`config.mk`:
```
export PLATFORM = sky130hd
export DESIGN_NAME = cell_pos_reader
export DESIGN_NICKNAME = d
export VERILOG_FILES = /design/src/rtl/cell_pos_reader_pkg.sv /design/src/rtl/cell_pos_reader_pos_rd_fifo.sv /design/src/rtl/cell_pos_reader.sv
export SDC_FILE = /design/constraint.sdc
export NUM_CORES = 1
export LEC_CHECK = 0
export CORE_MARGIN = 8
export CORE_UTILIZATION = 59
export CTS_BUF_LIST = sky130_fd_sc_hd__clkbuf_4
export DETAILED_ROUTE_END_ITERATION = 10
export HOLD_SLACK_MARGIN = 0.12
export PLACE_DENSITY = 0.88
export SETUP_SLACK_MARGIN = 0.05
export SLEW_MARGIN = 5
export SYNTH_ARGS = -nofsm -noshare
export SYNTH_HDL_FRONTEND = slang
export SYNTH_HIERARCHICAL = 1
export SYNTH_SLANG_ARGS = --single-unit
```
`constraint.sdc`:
```
create_clock -name clock -period 3.4 [get_ports clock]
set_input_delay 1.02 -clock clock [delete_from_list [all_inputs] [get_ports clock]]
set_output_delay 1.02 -clock clock [all_outputs]
set_load 0.05 [all_outputs]
```
`src/rtl/cell_pos_reader_pkg.sv`:
```
// Shared definitions for the cell position reader: sequencer states and RAM timing.
package cell_pos_reader_pkg;

    typedef enum logic [2:0] {
        ST_IDLE     = 3'd0,
        ST_REQ_CNT  = 3'd1,
        ST_WAIT_CNT = 3'd2,
        ST_STREAM   = 3'd3,
        ST_DRAIN    = 3'd4
    } state_e;

    localparam int unsigned MEM_RD_LAT = 2;

endpackage

```
`src/rtl/cell_pos_reader_pos_rd_fifo.sv`:
```
// Small circular buffer for returning position words; head is read straight from
// the storage registers, so a word written into an empty buffer appears next cycle.
module pos_rd_fifo #(
    parameter int unsigned WIDTH = 105,
    parameter int unsigned DEPTH = 4
) (
    input  logic                       clk_i,
    input  logic                       rst_ni,
    input  logic                       push_i,
    input  logic [WIDTH-1:0]           wdata_i,
    input  logic                       pop_i,
    output logic [WIDTH-1:0]           rdata_o,
    output logic [$clog2(DEPTH+1)-1:0] occ_o
);

    localparam int unsigned PW = (DEPTH > 1) ? $clog2(DEPTH) : 1;
    localparam int unsigned CW = $clog2(DEPTH + 1);

    logic [WIDTH-1:0] mem_q [DEPTH];
    logic [PW-1:0]    rd_ptr_q;
    logic [PW-1:0]    wr_ptr_q;
    logic [CW-1:0]    occ_q;
    logic             rd_en;

    function automatic logic [PW-1:0] ptr_inc(input logic [PW-1:0] p);
        return (p == PW'(DEPTH - 1)) ? '0 : p + 1'b1;
    endfunction

    assign rd_en   = pop_i && (occ_q != '0);
    assign rdata_o = mem_q[rd_ptr_q];
    assign occ_o   = occ_q;

    always_ff @(posedge clk_i or negedge rst_ni) begin
        if (!rst_ni) begin
            for (int unsigned i = 0; i < DEPTH; i++) begin
                mem_q[i] <= '0;
            end
            rd_ptr_q <= '0;
            wr_ptr_q <= '0;
            occ_q    <= '0;
        end else begin
            if (push_i) begin
                mem_q[wr_ptr_q] <= wdata_i;
                wr_ptr_q        <= ptr_inc(wr_ptr_q);
            end
            if (rd_en) begin
                rd_ptr_q <= ptr_inc(rd_ptr_q);
            end
            occ_q <= occ_q + CW'(push_i) - CW'(rd_en);
        end
    end

endmodule

```
`src/rtl/cell_pos_reader.sv`:
```
// Read-side sequencer for one cell position RAM: fetches the particle count, then
// streams words 1..count through a credit-limited buffer onto a valid/ready port.
module cell_pos_reader
    import cell_pos_reader_pkg::*;
#(
    parameter int unsigned DATA_WIDTH   = 96,
    parameter int unsigned PARTICLE_NUM = 220,
    parameter int unsigned ADDR_WIDTH   = 8,
    parameter int unsigned BUF_DEPTH    = 4
) (
    input  logic                  clock,
    input  logic                  rst_n,
    input  logic                  start,
    output logic                  busy,
    output logic                  done,
    output logic [ADDR_WIDTH-1:0] particle_count,
    output logic [ADDR_WIDTH-1:0] mem_address,
    output logic                  mem_rden,
    output logic                  mem_wren,
    input  logic [DATA_WIDTH-1:0] mem_q,
    output logic                  out_valid,
    input  logic                  out_ready,
    output logic [DATA_WIDTH-1:0] out_pos,
    output logic [ADDR_WIDTH-1:0] out_pid,
    output logic                  out_last
);

    localparam int unsigned FIFO_W = DATA_WIDTH + ADDR_WIDTH + 1;
    localparam int unsigned CNT_W  = $clog2(BUF_DEPTH + 1);
    localparam logic [ADDR_WIDTH-1:0] MAX_CNT = ADDR_WIDTH'(PARTICLE_NUM - 1);

    state_e                state_q, state_d;
    logic [ADDR_WIDTH-1:0] count_q, count_d;
    logic [ADDR_WIDTH-1:0] next_addr_q, next_addr_d;
    logic [1:0]            wait_q, wait_d;
    logic                  done_q, done_d;
    logic [CNT_W-1:0]      in_flight_q, in_flight_d;
    logic [CNT_W-1:0]      occ;

    logic                  rd_vld_q  [MEM_RD_LAT];
    logic [ADDR_WIDTH-1:0] rd_addr_q [MEM_RD_LAT];

    logic                  issue;
    logic                  pop;
    logic                  ret_vld;
    logic                  ret_last;
    logic [ADDR_WIDTH-1:0] ret_addr;
    logic [ADDR_WIDTH-1:0] cnt_raw;
    logic [ADDR_WIDTH-1:0] cnt_clamped;
    logic [FIFO_W-1:0]     fifo_rdata;

    // Credit rule: buffered plus outstanding reads may never exceed the buffer size.
    assign issue = (state_q == ST_STREAM) &&
                   ((int'(occ) + int'(in_flight_q)) < int'(BUF_DEPTH));

    assign mem_rden    = issue || (state_q == ST_REQ_CNT);
    assign mem_address = issue ? next_addr_q : '0;
    assign mem_wren    = 1'b0;

    assign ret_vld  = rd_vld_q[MEM_RD_LAT-1];
    assign ret_addr = rd_addr_q[MEM_RD_LAT-1];
    assign ret_last = (ret_addr == count_q);

    assign cnt_raw     = mem_q[ADDR_WIDTH-1:0];
    assign cnt_clamped = (cnt_raw > MAX_CNT) ? MAX_CNT : cnt_raw;

    assign out_valid = (occ != '0);
    assign pop       = out_valid && out_ready;
    assign {out_last, out_pid, out_pos} = fifo_rdata;

    assign busy           = (state_q != ST_IDLE);
    assign done           = done_q;
    assign particle_count = count_q;

    assign in_flight_d = in_flight_q + CNT_W'(issue) - CNT_W'(ret_vld);

    pos_rd_fifo #(
        .WIDTH (FIFO_W),
        .DEPTH (BUF_DEPTH)
    ) u_fifo (
        .clk_i   (clock),
        .rst_ni  (rst_n),
        .push_i  (ret_vld),
        .wdata_i ({ret_last, ret_addr, mem_q}),
        .pop_i   (pop),
        .rdata_o (fifo_rdata),
        .occ_o   (occ)
    );

    always_comb begin
        state_d     = state_q;
        count_d     = count_q;
        next_addr_d = next_addr_q;
        wait_d      = wait_q;
        done_d      = 1'b0;
        unique case (state_q)
            ST_IDLE: begin
                if (start) state_d = ST_REQ_CNT;
            end
            ST_REQ_CNT: begin
                wait_d  = '0;
                state_d = ST_WAIT_CNT;
            end
            ST_WAIT_CNT: begin
                if (wait_q == 2'(MEM_RD_LAT - 1)) begin
                    count_d = cnt_clamped;
                    if (cnt_clamped == '0) begin
                        done_d  = 1'b1;
                        state_d = ST_IDLE;
                    end else begin
                        next_addr_d = ADDR_WIDTH'(1);
                        state_d     = ST_STREAM;
                    end
                end else begin
                    wait_d = wait_q + 2'd1;
                end
            end
            ST_STREAM: begin
                if (issue) begin
                    next_addr_d = next_addr_q + 1'b1;
                    if (next_addr_q == count_q) state_d = ST_DRAIN;
                end
            end
            ST_DRAIN: begin
                // Popping the last-tagged word means every read has returned and drained.
                if (pop && out_last) begin
                    done_d  = 1'b1;
                    state_d = ST_IDLE;
                end
            end
            default: state_d = ST_IDLE;
        endcase
    end

    always_ff @(posedge clock or negedge rst_n) begin
        if (!rst_n) begin
            state_q     <= ST_IDLE;
            count_q     <= '0;
            next_addr_q <= '0;
            wait_q      <= '0;
            done_q      <= 1'b0;
            in_flight_q <= '0;
            for (int unsigned i = 0; i < MEM_RD_LAT; i++) begin
                rd_vld_q[i]  <= 1'b0;
                rd_addr_q[i] <= '0;
            end
        end else begin
            state_q      <= state_d;
            count_q      <= count_d;
            next_addr_q  <= next_addr_d;
            wait_q       <= wait_d;
            done_q       <= done_d;
            in_flight_q  <= in_flight_d;
            rd_vld_q[0]  <= issue;
            rd_addr_q[0] <= next_addr_q;
            for (int unsigned i = 1; i < MEM_RD_LAT; i++) begin
                rd_vld_q[i]  <= rd_vld_q[i-1];
                rd_addr_q[i] <= rd_addr_q[i-1];
            end
        end
    end

endmodule

```
* After elaboration in Yosys (flattened, before gate mapping)
Cells that the tools add are included.
** Word-level totals
- Logic and storage cells :: 92
- Input bits :: 100
- Output and inout port bits :: 126
- Flip-flop bits (word level) :: 470
** Operators by class
- Equal/unequal tests :: 16
- Reduce and logical (&&, ||, !) cells :: 16
- Bitwise logic cells :: 2
- Add/subtract/negate cells :: 9
- Magnitude comparators :: 5
- Muxes and demuxes :: 27
** Operators with widths (number)
- 420-bit bitwise mux :: 1
- 105-bit two-way mux :: 3
- 105-bit binary-select mux with 2-bit select :: 1
- 105-bit demux with 2-bit select :: 1
- 8-bit two-way mux :: 5
- 8-bit == test :: 2
- 8-bit one-hot mux with 2 select lines :: 1
- 3-bit two-way mux :: 5
- 3-bit one-hot mux with 5 select lines :: 1
- 2-bit != test (second input constant) :: 6
- 8-bit by 1-bit adder with 8-bit output (second input constant) :: 1
- 8-bit greater-than comparator (second input constant) :: 1
- 8-bit logical NOT :: 1
- 2-bit two-way mux :: 4
- 2-bit by 1-bit adder with 2-bit output (second input constant) :: 3
- 3-bit by 1-bit adder with 3-bit output :: 2
- 3-bit by 2-bit == test with 1-bit output (second input constant) :: 2
- 3-bit >= comparator (second input constant) :: 2
- 2-bit inverter with 3-bit output :: 2
- 3-bit nonzero test :: 2
- 3-bit by 1-bit subtractor with 3-bit output :: 2
- 1-bit logical AND :: 5
- 5-bit AND reduction :: 1
- 3-bit by 3-bit adder with 4-bit output :: 1
- 15 further kinds :: 20

* Longest topological paths before layout
Gate-level depths: netlist of the first run.
- Depth after elaboration :: 7
- Mapped depth :: 11
- Depth with buffers taken out :: 11

* Modules after synthesis
Netlist of the first run, hierarchy kept.
** Modules (own cells, without submodules)
- pos_rd_fifo :: instances 1, sequential area each 10685.2 µm², cells each 1050, area an instance 18470.2 µm²
- cell_pos_reader :: instances 1, sequential area each 1076.0 µm², cells each 190, area an instance 2023.2 µm²

* Worst setup path after synthesis of the first run
No wires, ideal clock.
- Kind :: flip-flop to output port
- Start point :: register u_fifo.occ_q[2] (netlist: u_fifo/occ_o[2])
- End point :: output mem_address[7]
- Data arrival time :: 2016 ps
- Slack :: 364 ps
- Required time :: 2380 ps
- Cell stages (with the launch flop) :: 6
- Path buffers :: 0
- Cells stage by stage :: dfrtp_1 ha_1 or3_4 nor3_4 inv_2 nor2_1
** Between the ends
- Cells in the longest elaborated chain, start to end :: 4
** Ends and longest elaborated chain
- from (decl) :: line cell_pos_reader_pos_rd_fifo.sv:22 : logic [CW-1:0] occ_q;
- from (signal assigned) :: line cell_pos_reader_pos_rd_fifo.sv:49 : occ_q <= occ_q + CW'(push_i) - CW'(rd_en);
- 3-bit by 3-bit adder with 4-bit output :: line cell_pos_reader.sv:54 : ((int'(occ) + int'(in_flight_q)) < int'(BUF_DEPTH));
- 4-bit by 3-bit less-than comparator with 1-bit output :: line cell_pos_reader.sv:54
- 1-bit logical AND :: line cell_pos_reader.sv:53 : assign issue = (state_q == ST_STREAM) &&
- 8-bit two-way mux :: line cell_pos_reader.sv:57 : assign mem_address = issue ? next_addr_q : '0;
- to (decl) :: line cell_pos_reader.sv:17 : output logic [ADDR_WIDTH-1:0] mem_address,
No other way between the ends.

* Worst setup path after layout of the first run
- Start point :: register in_flight_q[2]
- End point :: output mem_address[7]
** Between the ends
- Cells in the longest elaborated chain, start to end :: 4
** Ends and longest elaborated chain
- from (decl) :: line cell_pos_reader.sv:37 : logic [CNT_W-1:0] in_flight_q, in_flight_d;
- from (signal assigned) :: line cell_pos_reader.sv:153 : in_flight_q <= in_flight_d;
- 3-bit by 3-bit adder with 4-bit output :: line cell_pos_reader.sv:54
- 4-bit by 3-bit less-than comparator with 1-bit output :: line cell_pos_reader.sv:54
- 1-bit logical AND :: line cell_pos_reader.sv:53
- 8-bit two-way mux :: line cell_pos_reader.sv:57
No other way between the ends.

==> results of run 1 <==
cell families (layout without fill, tap and decap cells):
kind of cell | Yosys count | count (layout)
buffers and inverters | 90 | 509
XOR/XNOR | 22 | 22
AO/OA/AOI/OAI | 36 | 36
flip-flops | 470 | 470
adder cells (fa/ha/maj) | 15 | 15
other | 1 | 3
AND/OR/NAND/NOR | 79 | 79
multiplexers | 527 | 527
how the worst max path moves through the flow:
stage / from / endpoint / depth (start not counted)
after floorplan: u_fifo/occ_o[2] / mem_address[7] / 5
after CTS: in_flight_q[2] / mem_address[7] / 7
after detailed placement: out_ready / u_fifo/occ_o[2] / 11
after global placement: out_ready / u_fifo/occ_o[2] / 11
after global routing: in_flight_q[2] / mem_address[7] / 7
final: in_flight_q[2] / mem_address[7] / 7
state kept, by name (all words and copies together) (netlist names), 3 cells and up:
name,cells
u_fifo/mem_q,420
next_addr_q,8
particle_count,8
rd_addr_q,8
ret_addr,8
in_flight_q,3
state_q,3
u_fifo/occ_o,3
routing by layer:
| metal | up-vias | GRT usage | share of wire |
|---|---|---|---|
| met2 | 378 | 0.4066 | 0.51 |
| met5 | - | 0 | 0 |
| met1 | 6516 | 0.2996 | 0.40 |
| li1 | 5356 | - | - |
| met4 | 0 | 0.08961 | 0.025 |
| met3 | 111 | 0.06788 | 0.060 |
critical path: stages (launching register included):
cell and delay (ns):
dfrtp_1 0.39, ha_1 0.32, or3_4 0.42, nor3_4 0.17, buf_12 0.15, inv_2 0.07, nor2_4 0.10, buf_12 0.14
layout make-up:
type,count,area [um2],share of cell area
clock inverters,25,146.4,0.005685
repair buffers,300,3700,0.1437
clock buffers,168,1261,0.04898
inverters,16,60.06,0.002332
multi-input cells,680,8238,0.3199
well taps,455,569.3,0.02211
flip-flops and latches,470,11770,0.4571
diodes,2,5.005,0.0001944
cell usage in the layout, fill, tap and decap left out, types with 5 or more instances in the layout:
master,count
dfrtp_1,468
clkbuf_4,168
ha_1,13
nor3_1,9
buf_12,34
buf_16,5
o21ai_0,12
mux2_2,296
and2_4,7
xnor2_1,21
o22a_1,5
buf_8,49
mux4_2,105
inv_1,15
nand3_1,6
buf_6,71
nand2_1,24
nor2_1,8
a21oi_1,6
mux2_1,126
clkdlybuf4s50_1,107
buf_4,31
clkinv_1,21
through the flow:
stage	cell area, um2	hold WS [ns]	util
floorplan	20490	0.3312	-
global placement	23150	0.3314	0.6736
detailed placement	23150	0.3347	0.6736
CTS	25740	0.1517	0.7487
global route	25750	0.1954	0.7490
finish	25750	0.2088	0.7491
timing repair:
action                                  CTS  global route
resized for setup                       187            30
endpoints found under the setup margin  116           115
buffers inserted                         22            12
cloned                                    9             1
pin swaps                                 1             2
==> reports/summary.md, run 1 <==
The flow ran to the end, but the final reports show violations. The final reports fail on setup timing. The logs give 470 for the TritonCTS sink count and 0 for the final hold violation count. The final number of max-transition violations is 0. After layout, the minimum clock period comes to 3.629 ns. Yosys mapped a number of flops with a built-in enable equal to 0. The relative area change from synthesis to final layout was 25.64%; the per-instance average area after synthesis was 16.53 um2.

The die area is 40,950 um2. The die is 202.4 um tall. The part of the cycle the worst path needs is 1.067, and the number of warnings issued by yosys is 6. The xor-xnor portion of the synthesized cell area works out to 0.009402. After synthesis the cells add up to 20,490 um2.

For flop-to-flop paths, the worst setup slack is 0.61 ns. In this run the standard cell core region covers 34,370 um2. The setup skew after layout was 0.04077 ns; the number of detailed-route iterations in the first pass was 5. In this run the remaining antenna-violating nets after routing total 0. The share of flip-flops with an asynchronous set or reset after synthesis was 1.000. The most common cell in the synthesized netlist is dfrtp_1. The proportion of synthesized area in mux cells works out to 0.3473. The total overflow left after global routing is 0. Clock-pin slew was measured on the worst setup and hold paths at 0.07 ns. STA classifies the critical path startpoint as a flop. Counting tap cells, the placed design contains a total of 1,888 instances. The tools report the worst path setup slack after routing as -0.2290 ns.

Buffers inserted to repair hold after CTS numbered 0. Maximum buffer depth of the clock tree: 3. The worst max-slew margin expressed relative to the limit was 0.5320; the post-DP HPWL was 29,830 um.

The tools report the I/O pin count as 226. The final cell count without fillers was 2,116; the number of max-capacitance violations reported was 0. The share of post-route cells with drive strength above 1 is 0.4738, and the simple-gate area share of the yosys netlist is 0.02143.

The most common flop cell mapped by yosys was dfrtp_1. TritonCTS built the clock tree. The class of the most critical hold timing path was in -> async. The commonest cells after synthesis are dfrtp_1 (470), mux2_2 (296), mux2_1 (126), mux4_2 (105), buf_2 (35). The synthesized-area fraction occupied by adder cells works out to 0.009891.

The proportion of netlist area held by the largest area contributor came out at 0.5739. The synthesized design spends more area on one cell type than any other, namely dfrtp_1. The routed wire length came out at 48,910 um. Counting cells, the worst reg-to-reg path comes to 11.

By area the synthesized netlist is led by dfrtp_1 (57%), mux2_2 (16%), mux4_2 (12%), mux2_1 (6.9%), xnor2_1 (0.90%). Data arrives at the worst endpoint at 2.61 ns. The clock tree synthesis step divided the H-tree into 3 levels. The transition time at the pin with the least slew margin works out to 0.7020 ns. The endpoint identified for the worst register-to-register timing path is in_flight_q[2]. The number of storage elements in the synthesis netlist is 470, and the number of DRC markers after the initial detailed-route iteration is 643. The number of nets handed over by synthesis was 1,355. Along the worst path, the maximum fanout reaches 10. Summed over all failing endpoints, the final setup total negative slack is -4.416 ns. Setup repair after global routing could not meet its margin everywhere. After floorplanning, the core was divided into 68 placement rows. Dividing the detail-routed via count by the number of cells gives 5.842.

Counting the buffers created by CTS gives 116. The synthesized-area fraction occupied by ao, oa, aoi and oai cells came out at 0.01142. The layout has 1,957 filler cells. By area, the combinational part of the netlist is dominated by multiplexers. The netlist uses 48 different library cells. The die boundary width was 202.4 um.

The tools report the root buffer cell as clkbuf_4. For the sequential area share after synthesis, the log shows 0.5739. Entering global routing, the biggest net connects 85 pins. The number of nets in the final layout is 1,699, and the global-route total usage across every layer is 0.2430. Maximum clock frequency: 275.6 MHz.

The via count came out at 12,360. The run gives 1 as the initial antenna violation count. The logs give 14,310 for the via count of the first global-routing pass and 0.8176 for the placer congestion estimate. The setup path with the least slack is of type reg -> out. The tools report the remaining design rule violation count as 0. Buffers placed on the I/O ports in this run total 224. Setup violations remaining at the end of the flow were counted as 73. The first global-routing pass estimated 78,600 um of wire. The routed wire length per instance came out at 23.11 um. The run gives 1,240 as the number of instances in the synthesized netlist. The worst setup path is captured at an output port.

The effective utilization at floorplan came out at 0.5962. The worst register-to-register path begins at in_flight_q[2]. The insertion delay of the later-clocked pin in the worst-skew pair was 0.83 ns; the required arrival time at the worst endpoint was 2.38 ns. The worst slack at placement is 0.3102 ns.
Power of run 1 is not shown: default switching activity piles up to over one toggle a cycle in this logic, so the estimate is an artifact.
==> run 2, diff against run 1 <==
--- a/config.mk
+++ b/config.mk
@@ -6,14 +6,13 @@
 export NUM_CORES = 1
 export LEC_CHECK = 0
 export CORE_MARGIN = 8
-export CORE_UTILIZATION = 59
+export CORE_UTILIZATION = 58
 export CTS_BUF_LIST = sky130_fd_sc_hd__clkbuf_4
 export DETAILED_ROUTE_END_ITERATION = 10
 export HOLD_SLACK_MARGIN = 0.12
-export PLACE_DENSITY = 0.88
+export PLACE_DENSITY = 0.8
 export SETUP_SLACK_MARGIN = 0.05
 export SLEW_MARGIN = 5
 export SYNTH_ARGS = -nofsm -noshare
 export SYNTH_HDL_FRONTEND = slang
-export SYNTH_HIERARCHICAL = 1
 export SYNTH_SLANG_ARGS = --single-unit
==> reports/summary.md, run 2 <==
The proportion of netlist area held by the largest area contributor was 0.5776. The cell with the biggest individual delay on the critical path was dfrtp_4. The run gives 0.8447 as the placer congestion estimate. Final number of max-transition violations: 0. The per-instance average area after synthesis was 16.33 um2; the via density per instance was 5.765. The tightest hold margin was 0.1904 ns. The largest net degree at the start of global routing was 64.

Among all flip-flop cells after synthesis, the most frequent one is dfrtp_1. The worst setup path is captured at an output port. Once detailed placement completed, the half-perimeter wirelength came to 28,820 um. The number of nets in the final layout is 1,682, and the number of DRC markers after the initial detailed-route iteration is 605. Part of the cycle the worst path needs: 0.9968. The level count of the clock H-tree came out at 3. The number of nets in the synthesized netlist is 1,362.

The height of the die came out at 203.4 um. The flow ran to the end, and the final reports show no timing, DRC or antenna violations. The run gives 226 as the I/O pin count. Yosys attributes the largest share of cell area to dfrtp_1 (58%), mux2_2 (23%), mux4_2 (12%), buf_2 (1.5%), xnor2_1 (0.82%). Setup repair after global routing could not meet its margin everywhere. The register clock-pin slew on the reported worst setup and hold paths is 0.07 ns, and the number of storage elements in the synthesis netlist is 470. Buffering stage count on the worst path with inverters included: 4. The number of endpoints failing setup at the final stage came out at 0. The first TritonRoute pass finished after 5 iterations. The run gives 0 as the hold-fix buffer count after cts. TritonCTS built the clock tree.

For the worst-skew pair, the clock arrives at the later sink with an insertion delay of 0.80 ns. The effective utilization at floorplan was 0.5894. The remaining antenna violation count after routing was 0; the proportion of synthesized area in mux cells was 0.3471.

Delay of the slowest critical-path stage: 0.49 ns. In this run the worst path has a maximum fanout of 8. Total of buffers placed on input and output ports: 224. The share of post-route cells with drive strength above 1 came out at 0.5463. Among the stages of the critical path, the cell type that occurs most often is buf_8.

The number of warnings issued by yosys was 0; the remaining design rule violation count was 0. STA classifies the critical path startpoint as a flop. The share of flip-flops with an asynchronous set or reset after synthesis was 1.000; the routed wire length per instance was 21.64 um. The clock net in this run drives a total of 470 sinks. The logs give 120 for the number of buffers added by the clock tree synthesis step and 1,247 for the number of instances in the synthesized netlist. Summed over all instances, the cell type with the most area after synthesis is dfrtp_1. The die covers 41,360 um2. The initial antenna violation count is 2, and the die boundary width is 203.4 um. Relative to the synthesized area, the layout overhead comes to 23.74%. The simple-gate area share of the yosys netlist is 0.02120, and the transition time at the pin with the least slew margin is 0.7091 ns. Leading cell type by number of instances after synthesis: dfrtp_1.

Global-route total usage across every layer: 0.2246. The final route contains 12,170 vias. The synthesized-area fraction occupied by adder cells was 0.009955; the routed wire length was 45,670 um.

The sequential area share after synthesis was 0.5776; the core outline area was 34,540 um2. The final hold violation count was 0; the setup skew after layout was 0.04315 ns. Leaving out fill and tap cells, the most frequent cell in the layout is dfrtp_1. The tools report the root buffer cell as clkbuf_4. The tool flagged a number of max-cap violations equal to 0. For the finished layout, the period the worst path requires is 3.389 ns.

The xor-xnor portion of the synthesized cell area works out to 0.008603. The synthesized-area fraction occupied by ao, oa, aoi and oai cells is 0.01370, and the worst max-slew margin expressed relative to the limit is 0.5273. The register with the most flip-flops in the layout has 420 of them.

In the layout the commonest cells are dfrtp_1 (466), mux2_2 (414), clkbuf_4 (187), clkdlybuf4s50_1 (107), mux4_2 (105). The class of the most critical hold timing path was in -> async. The run gives 47 as the count of cell types in the netlist. Traced cell by cell, the critical path runs through buf_12, buf_8, buf_16, mux4_2, buf_8. Derived from the worst setup path, the maximum achievable clock frequency is 295.0 MHz.

The family with the most delay on the worst path was buffers and inverters. For the final total negative setup slack, the log shows 0 ns. The dominant combinational cell family by area after synthesis was multiplexers.

The tools report the area of the mapped netlist as 20,360 um2. Category of the most critical setup path: reg -> out. Global routing finished with a remaining overflow of 0. The via count of the first global-routing pass came out at 13,580. Counting flops with a built-in enable in the synthesized netlist gives 0. Ranked by flip-flop count, first place goes to u_fifo.mem_q. At the worst endpoint, the arrival time is 2.37 ns. Required arrival time at the worst endpoint: 2.38 ns. The run gives 68 as the number of standard-cell rows in the floorplan. Sorting the synthesized cells by how often they occur yields dfrtp_1 (470), mux2_2 (414), mux4_2 (105), buf_2 (61), nand2_1 (36).

For the maximum buffer depth of the clock tree, the log shows 3. The first global-routing pass estimated 73,860 um of wire.
## run 2: cell types whose count changed after synthesis, sizes merged, moves of 3 or more
cell,previous run,this run
clkbuf,7,11
nand4,2,5
mux2i,0,4
nand2,28,36
mux2,422,414
nor3,10,1
## run 2: metrics by stage
step | util | std cells | area, um2 | setup slack, ns
after detailed placement | 0.6688 | 1884 | 23100 | 0.4297
after global placement | 0.6688 | 1884 | 23100 | 0.4498
after CTS | 0.7260 | 2104 | 25080 | -0.1213
after global routing | 0.7294 | 2110 | 25200 | -0.1296
final | 0.7294 | 2110 | 25200 | 0.01073
after floorplan | - | 1247 | 20360 | 0.4774
## run 2: layout make-up
cell class | count | area, um2
Fill cell | 2259 | 9348
Clock buffer | 187 | 1404
Tap cell | 455 | 569.3
Timing Repair Buffer | 276 | 3047
Clock inverter | 21 | 106.4
Multi-Input combinational cell | 684 | 8232
Antenna cell | 2 | 5.005
Sequential cell | 470 | 11770
Inverter | 15 | 61.31
## run 2: final timing paths
check,endpoint,cells past startpoint,start,slack (ns)
max in group asynchronous,u_fifo.mem_q[175],3,rst_n,2.29
worst max-delay path,out_pos[78],5,u_fifo.rd_ptr_q[0],0.01
min in group clock,ret_addr[1],0,rd_addr_q[9],0.34
worst max register to register,in_flight_q[2],10,in_flight_q[2],0.84
worst min register to register,ret_addr[1],0,rd_addr_q[9],0.34
worst min-delay path,next_addr_q[0],1,rst_n,0.19
## run 2: kinds of logic (layout without fill, tap and decap cells)
group,after synthesis,count (layout)
xor gates and xnor gates,20,20
AOI/OAI and AO/OA,43,43
other,1,3
muxes,523,523
adders and majority gates,15,15
DFF,470,470
and+or+nand+nor,82,82
buffers and inverters,93,499
## run 2: worst register-to-register path, delay by kind of cell, from the launching register on
kind / cells / cell delay (ns)
DFF: 1 / 0.39
and+or+nand+nor: 2 / 0.49
adders and majority gates: 4 / 1.14
xor gates and xnor gates: 1 / 0.13
buffers and inverters: 3 / 0.28
## run 2: metal layers
| layer | routed length (um) | GRT usage | up-vias |
|---|---|---|---|
| met4 | 1169 | 0.08418 | 0 |
| met2 | 22440 | 0.3583 | 353 |
| met1 | 19750 | 0.2991 | 6388 |
| met5 | 0 | 0 | - |
| li1 | - | - | 5348 |
| met3 | 2310 | 0.05332 | 76 |
## run 2: timing repair
item                                    4_1_cts  5_1_grt
pin swaps                                     3        1
buffers inserted                             10        3
gates cloned                                  2        1
endpoints found under the hold margin         0        0
gates resized for setup                      81       20
endpoints found under the setup margin      116      113
Power of run 2 is left out for the same reason.
==> run 3, diff against run 2 <==
--- a/config.mk
+++ b/config.mk
@@ -16,3 +16,4 @@
 export SYNTH_ARGS = -nofsm -noshare
 export SYNTH_HDL_FRONTEND = slang
 export SYNTH_SLANG_ARGS = --single-unit
+export TNS_END_PERCENT = 50
==> reports/summary.md, run 3 (synthesis results as in run 2) <==
The H-tree generated during clock tree synthesis spans 3 levels. At the end of the flow, the number of nets in the layout was 1,681. For this block, the routed nets add up to 45,590 um of wire. Between clock sinks in the finished design, the worst skew comes to 0.03425 ns.

Buffers placed on the I/O ports in this run total 224. Across all hold checks on the routed design, the worst slack comes to 0.1800 ns. STA classifies the critical path endpoint as an output port. In this run the standard cell core region covers 34,540 um2.

For the finished layout, the period the worst path requires is 3.396 ns. The tools report the placer congestion estimate as 0.8447. The flip-flop count of the largest register after layout was 420; the number of max-capacitance violations reported was 0. The die boundary width is 203.4 um, and the largest net degree at the start of global routing is 64. The maximum clock frequency is 294.5 MHz. The number of buffers added by the clock tree synthesis step is 120, and the worst max-slew margin expressed relative to the limit is 0.5254. The clock drives 470 sinks. In the post-route analysis, the smallest setup slack over all paths is 0.004087 ns.

The tools report the count of filler cells inserted in the layout as 2,259. Measured along the y axis, the die boundary spans 203.4 um. The library cell used most frequently in the layout, excluding fill and tap cells, is dfrtp_1. The remaining global-route overflow came out at 0. Clock latency on the worst-skew pair, taken at its later pin, is 0.80 ns. The area growth from synthesis to layout is 23.71%.

The class of the most critical hold timing path is in -> async. The run gives 0 as the final number of max-transition violations. The register-to-register path setup slack is 0.84 ns.

The flow ran to the end, and the final reports show no timing, DRC or antenna violations. At the worst endpoint, the required time is 2.38 ns. Clock-pin slew was measured on the worst setup and hold paths at 0.07 ns. Prior to clock tree synthesis, the placed netlist has a worst setup slack of 0.4297 ns. Dividing the detail-routed wire length by the instance count gives 21.62 um.

The post-DP HPWL came out at 28,820 um. The floorplan step defined a die boundary enclosing 41,360 um2. The register containing the most flip-flops in the final layout was u_fifo.mem_q. Along the worst path, the maximum fanout reaches 8. The first global-routing pass estimated 73,860 um of wire. The library cells used most frequently in the layout, excluding fill and tap cells, are dfrtp_1 (466), mux2_2 (414), clkbuf_4 (187), clkdlybuf4s50_1 (107), mux4_2 (105). The share of post-route cells with drive strength above 1 came out at 0.5460. The worst setup path is of the reg -> out kind. The number of detailed-route iterations in the first pass was 4. STA classifies the critical path startpoint as a flop. The via count of the first global-routing pass is 13,580, and the initial antenna violation count is 2. The tools report the number of standard-cell rows in the floorplan as 68. TritonCTS built the clock tree. The detailed router finished its first iteration with 626 violations. The part of the cycle the worst path needs was 0.9988.

After detailed routing, the number of vias per cell comes to 5.761. Setup repair after global routing could not meet its margin everywhere. The tools report the critical path data arrival time as 2.38 ns.

The number of endpoints failing setup at the final stage is 0, and the via count is 12,150. The tree is rooted in a clkbuf_4. The effective utilization at floorplan was 0.5894; the transition time at the pin with the least slew margin was 0.7119 ns. The remaining design rule violation count is 0. In this run the remaining antenna-violating nets after routing total 0.

The global-route total usage across every layer came out at 0.2246. The final hold violation count was 0. The clock passes through at most 3 buffers. 226 I/O pins were placed.
-- run 3: cell types whose count changed in the layout (fill, tap and decap cells not counted), sizes merged --
cell  delta
buf      -1
-- run 3: path summary, 6_finish.rpt --
| kind | endpoint | cells past startpoint | from |
|---|---|---|---|
| setup / recovery | out_pos[78] | 5 | u_fifo.rd_ptr_q[0] |
| hold / removal | next_addr_q[0] | 1 | rst_n |
| setup reg to reg | in_flight_q[2] | 10 | in_flight_q[2] |
| hold reg to reg | ret_addr[1] | 0 | rd_addr_q[9] |
| max in group asynchronous | u_fifo.mem_q[175] | 3 | rst_n |
| min in group clock | ret_addr[1] | 0 | rd_addr_q[9] |
-- run 3: worst max-delay path, cell delays in order (launching register included) --
cell     delay [ns]
dfrtp_4        0.49
buf_12         0.16
buf_8          0.13
buf_16         0.14
mux4_2         0.48
buf_8          0.18
-- run 3: through the flow --
step                instance area, um2  setup TNS [ns]    util  cells
floorplan                        20360               0       -   1247
global placement                 23100               0  0.6688   1884
detailed placement               23100               0  0.6688   1884
CTS                              25070          -7.177  0.7258   2103
global route                     25190          -8.717  0.7292   2109
finish                           25190               0  0.7292   2109
-- run 3: cell type report --
type | count | area [um2] | share of cell area
Sequential cell | 470 | 11770 | 0.4673
Inverter | 15 | 61.31 | 0.002434
Antenna cell | 2 | 5.005 | 0.0001987
Tap cell | 455 | 569.3 | 0.02260
Timing Repair Buffer | 275 | 3039 | 0.1207
Clock inverter | 21 | 106.4 | 0.004222
Multi-Input combinational cell | 684 | 8232 | 0.3268
Clock buffer | 187 | 1404 | 0.05574
-- run 3: routing by layer --
layer / global-route usage / vias up / routed length, um
li1: - / 5350 / -
met1: 0.2991 / 6393 / 19610
met2: 0.3583 / 335 / 22470
met3: 0.05332 / 73 / 2403
met4: 0.08418 / 0 / 1099
met5: 0 / - / 0
-- run 3: timing repair --
item                                   in CTS  in global routing
hold buffers                                0                  0
cloned                                      2                  1
resized for setup                          81                 20
endpoints found under the hold margin       0                  0
setup buffers                               9                  3
pin swaps                                   4                  1
setup endpoints to repair                 116                113
Power of run 3 is left out for the same reason.
